`src/rtl/dmem_pkg.sv`:
```
// Shared definitions for the data-memory arbiter: state encoding and default sizing.
package dmem_pkg;

  localparam int DMEM_ADDR_W     = 32;
  localparam int DMEM_DATA_W     = 32;
  localparam int DMEM_STARVE_MAX = 4;
  localparam int DMEM_MAX_BURST  = 8;

  typedef enum logic {
    S_CPU = 1'b0,
    S_DMA = 1'b1
  } arb_state_t;

endpackage

```
`src/rtl/dmem_arb_fsm.sv`:
```
// Ownership FSM for the data memory: decides each cycle whether the CPU or the DMA port
// gets the memory, with a starvation override for DMA and a burst cap against the CPU.
module dmem_arb_fsm
  import dmem_pkg::*;
#(
  parameter int STARVE_MAX = DMEM_STARVE_MAX,
  parameter int MAX_BURST  = DMEM_MAX_BURST
) (
  input  logic clk,
  input  logic rst,
  input  logic cpu_req,
  input  logic dma_req,
  input  logic dma_last,
  output logic grant_dma,
  output logic grant_cpu
);

  localparam logic [3:0] STARVE_LIM = 4'(STARVE_MAX);
  localparam logic [7:0] BURST_LIM  = 8'(MAX_BURST);

  arb_state_t state, state_nxt;
  logic [3:0] starve_cnt;
  logic [7:0] burst_cnt;

  always_comb begin
    grant_dma = 1'b0;
    if (dma_req) begin
      if (state == S_DMA) grant_dma = !cpu_req || (burst_cnt < BURST_LIM);
      else                grant_dma = !cpu_req || (starve_cnt == STARVE_LIM);
    end
    grant_cpu = cpu_req && !grant_dma;
    state_nxt = (grant_dma && !dma_last) ? S_DMA : S_CPU;
  end

  // The burst count only matters while DMA holds the memory against a waiting CPU.
  always_ff @(posedge clk) begin
    if (rst) begin
      state      <= S_CPU;
      starve_cnt <= '0;
      burst_cnt  <= '0;
    end else begin
      state <= state_nxt;

      if (grant_dma || !dma_req)
        starve_cnt <= '0;
      else if (grant_cpu && starve_cnt != STARVE_LIM)
        starve_cnt <= starve_cnt + 4'd1;

      if (state_nxt == S_CPU || !cpu_req)
        burst_cnt <= '0;
      else if (grant_dma && burst_cnt != 8'hFF)
        burst_cnt <= burst_cnt + 8'd1;
    end
  end

endmodule

```
`src/rtl/dmem_arbiter.sv`:
```
// Data-memory arbiter between the MEM stage and a DMA/debug loader port.
// Define DMEM_ARB_PERF_EN to build the stall / DMA-grant performance counters.
module dmem_arbiter
  import dmem_pkg::*;
#(
  parameter int ADDR_W     = DMEM_ADDR_W,
  parameter int DATA_W     = DMEM_DATA_W,
  parameter int STARVE_MAX = DMEM_STARVE_MAX,
  parameter int MAX_BURST  = DMEM_MAX_BURST
) (
  input  logic              clk,
  input  logic              rst,
  input  logic              cpu_req,
  input  logic              cpu_we,
  input  logic [ADDR_W-1:0] cpu_addr,
  input  logic [DATA_W-1:0] cpu_wdata,
  output logic [DATA_W-1:0] cpu_rdata,
  output logic              cpu_stall,
  input  logic              dma_req,
  input  logic              dma_we,
  input  logic              dma_last,
  input  logic [ADDR_W-1:0] dma_addr,
  input  logic [DATA_W-1:0] dma_wdata,
  output logic              dma_gnt,
  output logic              dma_rvalid,
  output logic [DATA_W-1:0] dma_rdata,
  output logic              mem_we,
  output logic [ADDR_W-1:0] mem_addr,
  output logic [DATA_W-1:0] mem_wdata,
  input  logic [DATA_W-1:0] mem_rdata,
  output logic [31:0]       perf_stall_cnt,
  output logic [31:0]       perf_dma_cnt
);

  logic grant_dma, grant_cpu;

  dmem_arb_fsm #(
    .STARVE_MAX(STARVE_MAX),
    .MAX_BURST (MAX_BURST)
  ) u_fsm (
    .clk      (clk),
    .rst      (rst),
    .cpu_req  (cpu_req),
    .dma_req  (dma_req),
    .dma_last (dma_last),
    .grant_dma(grant_dma),
    .grant_cpu(grant_cpu)
  );

  assign dma_gnt   = grant_dma;
  assign cpu_stall = cpu_req && !grant_cpu;
  assign cpu_rdata = mem_rdata;

  // A write must never reach memory while reset is asserted, even mid-burst.
  always_comb begin
    if (grant_dma) begin
      mem_addr  = dma_addr;
      mem_wdata = dma_wdata;
      mem_we    = dma_we;
    end else begin
      mem_addr  = cpu_addr;
      mem_wdata = cpu_wdata;
      mem_we    = cpu_we && grant_cpu;
    end
    if (rst) mem_we = 1'b0;
  end

  always_ff @(posedge clk) begin
    if (rst) begin
      dma_rvalid <= 1'b0;
      dma_rdata  <= '0;
    end else if (grant_dma && !dma_we) begin
      dma_rvalid <= 1'b1;
      dma_rdata  <= mem_rdata;
    end else begin
      dma_rvalid <= 1'b0;
    end
  end

`ifdef DMEM_ARB_PERF_EN
  logic [31:0] stall_cnt_q, dma_cnt_q;

  always_ff @(posedge clk) begin
    if (rst) begin
      stall_cnt_q <= '0;
      dma_cnt_q   <= '0;
    end else begin
      if (cpu_stall) stall_cnt_q <= stall_cnt_q + 32'd1;
      if (grant_dma) dma_cnt_q   <= dma_cnt_q + 32'd1;
    end
  end

  assign perf_stall_cnt = stall_cnt_q;
  assign perf_dma_cnt   = dma_cnt_q;
`else
  assign perf_stall_cnt = 32'd0;
  assign perf_dma_cnt   = 32'd0;
`endif

endmodule

```
`config.mk`:
```
export PLATFORM = sky130hd
export DESIGN_NAME = dmem_arbiter
export DESIGN_NICKNAME = d
export VERILOG_FILES = /design/src/rtl/dmem_pkg.sv /design/src/rtl/dmem_arb_fsm.sv /design/src/rtl/dmem_arbiter.sv
export SDC_FILE = /design/constraint.sdc
export NUM_CORES = 1
export LEC_CHECK = 0
export BUFFER_PORTS_ARGS = -buffer_cell sky130_fd_sc_hd__buf_2
export CAP_MARGIN = 20
export CORE_AREA = 10 10 134 136
export DETAILED_ROUTE_END_ITERATION = 10
export DIE_AREA = 0 0 144 146
export PLACE_DENSITY = 0.62
export SLEW_MARGIN = 10
export SYNTH_ARGS = -nofsm -noshare
export SYNTH_HDL_FRONTEND = slang
export SYNTH_SLANG_ARGS = --single-unit
```
`constraint.sdc`:
```
create_clock -name clk -period 2.5 [get_ports clk]
set_clock_uncertainty 0.1 [all_clocks]
set_input_delay 0.25 -clock clk [delete_from_list [all_inputs] [get_ports clk]]
set_output_delay 0.25 -clock clk [all_outputs]
set_load 0.1 [all_outputs]
```
==> results of run 1 <==
[cell usage in the layout, fill, tap and decap left out, types with 2 or more instances in the layout]
cell type / n
buf_2: 231
nand3_1: 3
mux2_2: 39
and3_1: 2
xnor2_1: 2
xor2_1: 2
a21oi_1: 37
or4_1: 4
inv_2: 2
nor3_1: 2
mux2_4: 25
buf_6: 3
o21ai_0: 34
mux2i_1: 3
bufinv_16: 2
o211ai_1: 3
buf_12: 68
diode_2: 4
conb_1: 64
nor2_1: 8
nand3b_1: 2
or3b_2: 32
buf_16: 3
dfxtp_1: 44
buf_4: 17
nand2_1: 2
nand2b_1: 2
inv_1: 3
nand4_1: 3
clkbuf_16: 7
o31ai_1: 3
ha_1: 2
[flip-flops by register name, summed over array words and instances (netlist names)]
signal	count
u_fsm.starve_cnt	4
u_fsm.burst_cnt	8
u_fsm.state	1
dma_rvalid	1
dma_rdata	32
[through the flow]
stage               worst slack [ns]  cell area (sq um)  setup TNS [ns]
finish                        -0.208               6390          -10.99
global route                  -0.308               6390          -17.75
CTS                           -0.239               6270          -14.35
detailed placement            0.0392               5920               0
global placement              0.0676               5920               0
floorplan                     -0.104               3920           -3.60
[cell families after synthesis]
group,Yosys count,synth area share
AOI/OAI and AO/OA,84,0.130
DFF,46,0.257
adders and majority gates,3,0.0105
buffers and inverters,130,0.244
other,1,0.00105
and+or+nand+nor,69,0.138
xor gates and xnor gates,4,0.00977
muxes,67,0.209
[cell usage after synthesis, drive strengths merged (2+ instances only)]
master	instances
nand2b	3
nand3	4
xnor2	2
nor2	9
and3	2
nor3	2
or4	5
clkbuf	19
nand4	3
buf	105
ha	3
o21ai	34
mux2i	3
nand2	3
or3b	32
o31ai	3
xor2	2
mux2	64
dfxtp	46
a21oi	38
inv	6
nand3b	2
o211ai	3
[final timing paths]
path | end | slack, ns | cells after the start
max reg2reg | dma_rdata[23] | 0.21 | 6
min | u_fsm.state | 0.05 | 2
max | mem_addr[1] | -0.21 | 10
min reg2reg | dma_rdata[20] | 0.37 | 2
[routing by layer]
layer,up-vias,wire length [microns]
met1,1747,6570
met2,211,8770
li1,1809,-
met3,20,1800
met4,6,293
met5,-,44
[report_power, final]
part	switching, mW	internal, mW
Clock	0.284	0.600
Combinational	1.72	0.634
Sequential	0.00893	0.752
[area by class of cell]
cell class,count,share of cell area
Tap cell,192,0.0376
Inverter,6,0.00411
Multi-Input combinational cell,291,0.339
Clock inverter,2,0.00940
Sequential cell,46,0.145
Clock buffer,6,0.0217
Timing Repair Buffer,325,0.442
Antenna cell,4,0.00157
[repair_timing]
item / 4_1_cts / 5_1_grt
setup buffers: 5 / 7
gates resized for setup: 9 / 13
endpoints found under the setup margin: 67 / 67
pin swaps: 5 / 3
gates cloned: 3 / 2
==> impl_metrics.yaml, run 1 <==
clock_tree:
  cts_tree: "yes"
  clk_pin_slew_ns: 0.06
  clockBufferDepth: 2
  root_buffer: "clkbuf_16"
  cts_made_buffers: 5
  cts.sinks: 46
  clock_latency_ns: 0.28
  ctsHoldBuffers: 0
  cts-htree-levels: 2
finish:
  drive_gt1_frac: 0.657
  fin_util: 0.413
  seq_area_sq_um: 926
  stdcell_count: 872
  multi_input_area_sq_um: 2160
  syn2layout_area_growth_pct: 78.3
  fill_cells: 1533
  layout.nets: 845
floorplan:
  ios: 363
  num_rows: 46
  start_util: 0.232
  die_y_microns: 146
  core_area_sq_um: 15500
  dieArea_sq_um: 21000
  die_w_microns: 144
sta:
  fin_crit_sh: 1.08
  setup-violations-final: 67
  hold_viol: 0
  max_freq_mhz: 369
  timing.hold.ws_ns: 0.0489
  relSlewSlack: 0.663
  setup_ws_ns: -0.208
  rsz0062_at_grt: "yes"
  worstMarginPinSlew_ns: 0.506
  slew_violations: 0
  min_period_ns: 2.71
global_route:
  overflow: 0
  grtUsageTotal: 0.150
  grtUsageMet3: 0.0627
  use_met2: 0.262
  grtUsageMet1: 0.162
  grt_max_degree: 65
  grt_pass1_vias: 3849
  grt_pass1_wl_mm: 24.4
  antenna_found_initial: 7
  busiest_layer: "met2"
critical_path:
  slowest_delay_ns: 0.41
  end_kind: "output pin"
  crit_required_ns: 2.15
  cp.buffers_inverters: 5
  critPathKind: "reg2out"
  crit_family: "buffers and inverters"
  crit_path_start_kind: "flop"
  crit_path_start: "u_fsm.starve_cnt[0]"
  crit_path_cell_trace: "inv_2 -> ha_4 -> or4bb_1 -> o211ai_1 -> buf_4 -> nand2_4 -> buf_6 -> clkbuf_16 -> mux2_4 -> buf_12"
  cp_max_fo: 7
  cp.arrival_ns: 2.36
  critical_path.slowest_cell: "or4bb_1"
  r2r-start: "u_fsm.burst_cnt[4]"
synth:
  synth_top_cell_by_area: "dfxtp_1"
  yosys.area.top_type_share: 0.257
  synth_ff_type: "dfxtp_1"
  synth_edf_count: 0
  yosys_warnings: 0
  syn-instance-count: 404
  synth.distinct_cells: 39
  async_reset_ff_frac: 0
  syn_avg_cell_area_sq_um: 8.87
  synth-seq-cells: 46
  synth_area_leaders: "dfxtp_1, buf_4, mux2_2"
  yosysSeqAreaShare: 0.257
  syn_area_sq_um: 3580
power_and_ir_drop:
  ir_drop_v: 0.000280
  fin_total_pwr_mw: 3.99
  powerDensity_nw_per_um2: 625
  leakage_nw: 3.12
min_path:
  hp-start: "dma_last"
  hp-class: "in2reg"
placement:
  gp_congestion: 0.814
  port_buffers: 298
  dp_hpwl_mm: 14.2
  placedCellCount: 844
detailed_routing:
  drt_iter0_drc: 74
  drcViolationCount: 0
  ant_nets: 0
  first_pass_iters: 4
  wl_per_cell_microns: 20.0
  wl_mm: 17.5
  vias: 3793
  vias_per_cell: 4.35
flow_run:
  max_cap_violations: 0
run_status:
  status: "complete, but fails checks"
  violations: "negative setup slack"
(Power assumes the default switching activity.)
==> run 2, diff against run 1 <==
Settings changed: BUFFER_PORTS_ARGS -buffer_cell sky130_fd_sc_hd__buf_2 to unset, CORE_AREA 10 10 134 136 to 10 10 132 134, DIE_AREA 0 0 144 146 to 0 0 142 144, DONT_BUFFER_PORTS set to 1, PLACE_DENSITY 0.62 to 0.42.
==> impl_metrics.yaml, run 2 (same netlist as run 1, synthesis figures left out) <==
run_status:
  status: "complete, but fails checks"
  violations: "negative setup slack"
critical_path:
  crit_required_ns: 2.15
  end_kind: "output pin"
  critPathKind: "reg2out"
  cp.arrival_ns: 2.39
  crit_path_start_kind: "flop"
  cp_max_fo: 7
  r2r_setup_slack_ns: 0.06
min_path:
  hp-class: "in2reg"
floorplan:
  start_util: 0.241
  die_w_microns: 142
  num_rows: 45
  dieArea_sq_um: 20400
  ios: 363
  core_area_sq_um: 14900
  die_y_microns: 144
finish:
  final_cell_mix: "conb_1, buf_12, buf_4, dfxtp_1, mux2_2"
  largest_reg_flops: 32
  top_register: "dma_rdata"
  stdcell_count: 657
  syn2layout_area_growth_pct: 45.9
  fin_util: 0.352
  top_regs: "dma_rdata (32), u_fsm.burst_cnt (8), u_fsm.starve_cnt (4)"
  fin_area_sq_um: 5230
  drive_gt1_frac: 0.515
  mostFrequentLayoutCell: "conb_1"
  layout.nets: 632
sta:
  setup-violations-final: 67
  hold_viol: 0
  slew_violations: 0
  rsz0062_at_grt: "yes"
  worstMarginPinSlew_ns: 0.980
  fin_crit_sh: 1.09
  setup_ws_ns: -0.235
  tns_ns: -13.46
  max_freq_mhz: 366
  relSlewSlack: 0.347
  min_period_ns: 2.74
global_route:
  grt_max_degree: 62
  overflow: 0
  grtUsageTotal: 0.150
  grt_pass1_vias: 2895
  grt_pass1_wl_mm: 22.1
  antenna_found_initial: 13
clock_tree:
  clk_pin_slew_ns: 0.06
  cts_made_buffers: 5
  clock_latency_ns: 0.28
  cts_tree: "yes"
  cts.sinks: 46
  clockBufferDepth: 2
  root_buffer: "clkbuf_16"
  cts-htree-levels: 2
placement:
  gp_congestion: 0.896
  detailed_place.area_sq_um: 4620
  port_buffers: 0
  dp_hpwl_mm: 14.1
  placedCellCount: 622
detailed_routing:
  vias: 3016
  drcViolationCount: 0
  drt_iter0_drc: 121
  wl_mm: 17.1
  vias_per_cell: 4.59
  ant_nets: 0
  first_pass_iters: 4
  wl_per_cell_microns: 26.1
flow_run:
  max_cap_violations: 0
power_and_ir_drop:
  leakage_nw: 2.18
  ir_drop_v: 0.000341
  powerDensity_nw_per_um2: 633
  fin_total_pwr_mw: 3.31
[run 2: changes by cell type in the layout (fill, tap and decap cells not counted), moves of 11 or more]
cell | before | now
buf_2 | 231 | 0
buf_4 | 17 | 45
buf_12 | 68 | 55
a21oi_1 | 37 | 26
a21oi_2 | 0 | 11
[run 2: power by group]
| group | switching (mW) | internal, mW |
|---|---|---|
| Sequential | 0.00549 | 0.753 |
| Clock | 0.269 | 0.366 |
| Combinational | 1.45 | 0.470 |
| Total | 1.72 | 1.59 |
[run 2: path summary, 6_finish.rpt]
| check | from | endpoint | depth (start not counted) |
|---|---|---|---|
| worst min register to register | dma_rdata[14] | dma_rdata[14] | 2 |
| worst min-delay path | rst | u_fsm.starve_cnt[0] | 2 |
| worst max-delay path | u_fsm.burst_cnt[4] | mem_addr[30] | 7 |
| worst max register to register | u_fsm.burst_cnt[4] | dma_rdata[13] | 8 |
[run 2: metal layers]
metal | global-route usage | wire [microns] | part of all wire
met4 | 0.0355 | 141 | 0.0082
met2 | 0.256 | 8620 | 0.50
met5 | 0 | 69 | 0.0040
met3 | 0.0935 | 2530 | 0.15
met1 | 0.151 | 5790 | 0.34
[run 2: layout make-up]
type | count | area [sq um]
flip-flops and latches | 46 | 923
inverters | 6 | 26.3
fillers | 1531 | 9640
diodes | 7 | 17.5
clock buffers | 7 | 133
repair buffers | 112 | 1680
multi-input cells | 291 | 2210
well taps | 188 | 235
[run 2: worst max-delay path: stages, from the launching register on]
cell and delay, ns:
dfxtp_2 0.32, or4_4 0.55, o211ai_1 0.31, nand2_4 0.10
buf_12 0.16, buf_16 0.14, mux2_4 0.33, buf_12 0.17
[run 2: metrics by stage]
step                      worst slack [ns]  hold slack [ns]
after floorplan                     -0.104            0.227
after global placement              0.0373            0.224
after detailed placement           0.00331            0.228
after CTS                           -0.230            0.107
after global routing                -0.310            0.114
final                               -0.235            0.116
[run 2: timing repair]
| item | CTS | global route |
|---|---|---|
| resized for setup | 12 | 30 |
| setup endpoints to repair | 67 | 90 |
| hold buffers | 3 | 0 |
| buffers inserted | 7 | 7 |
| gates cloned | 4 | 2 |
| endpoints found under the hold margin | 34 | 0 |
| pin swaps | 7 | 10 |
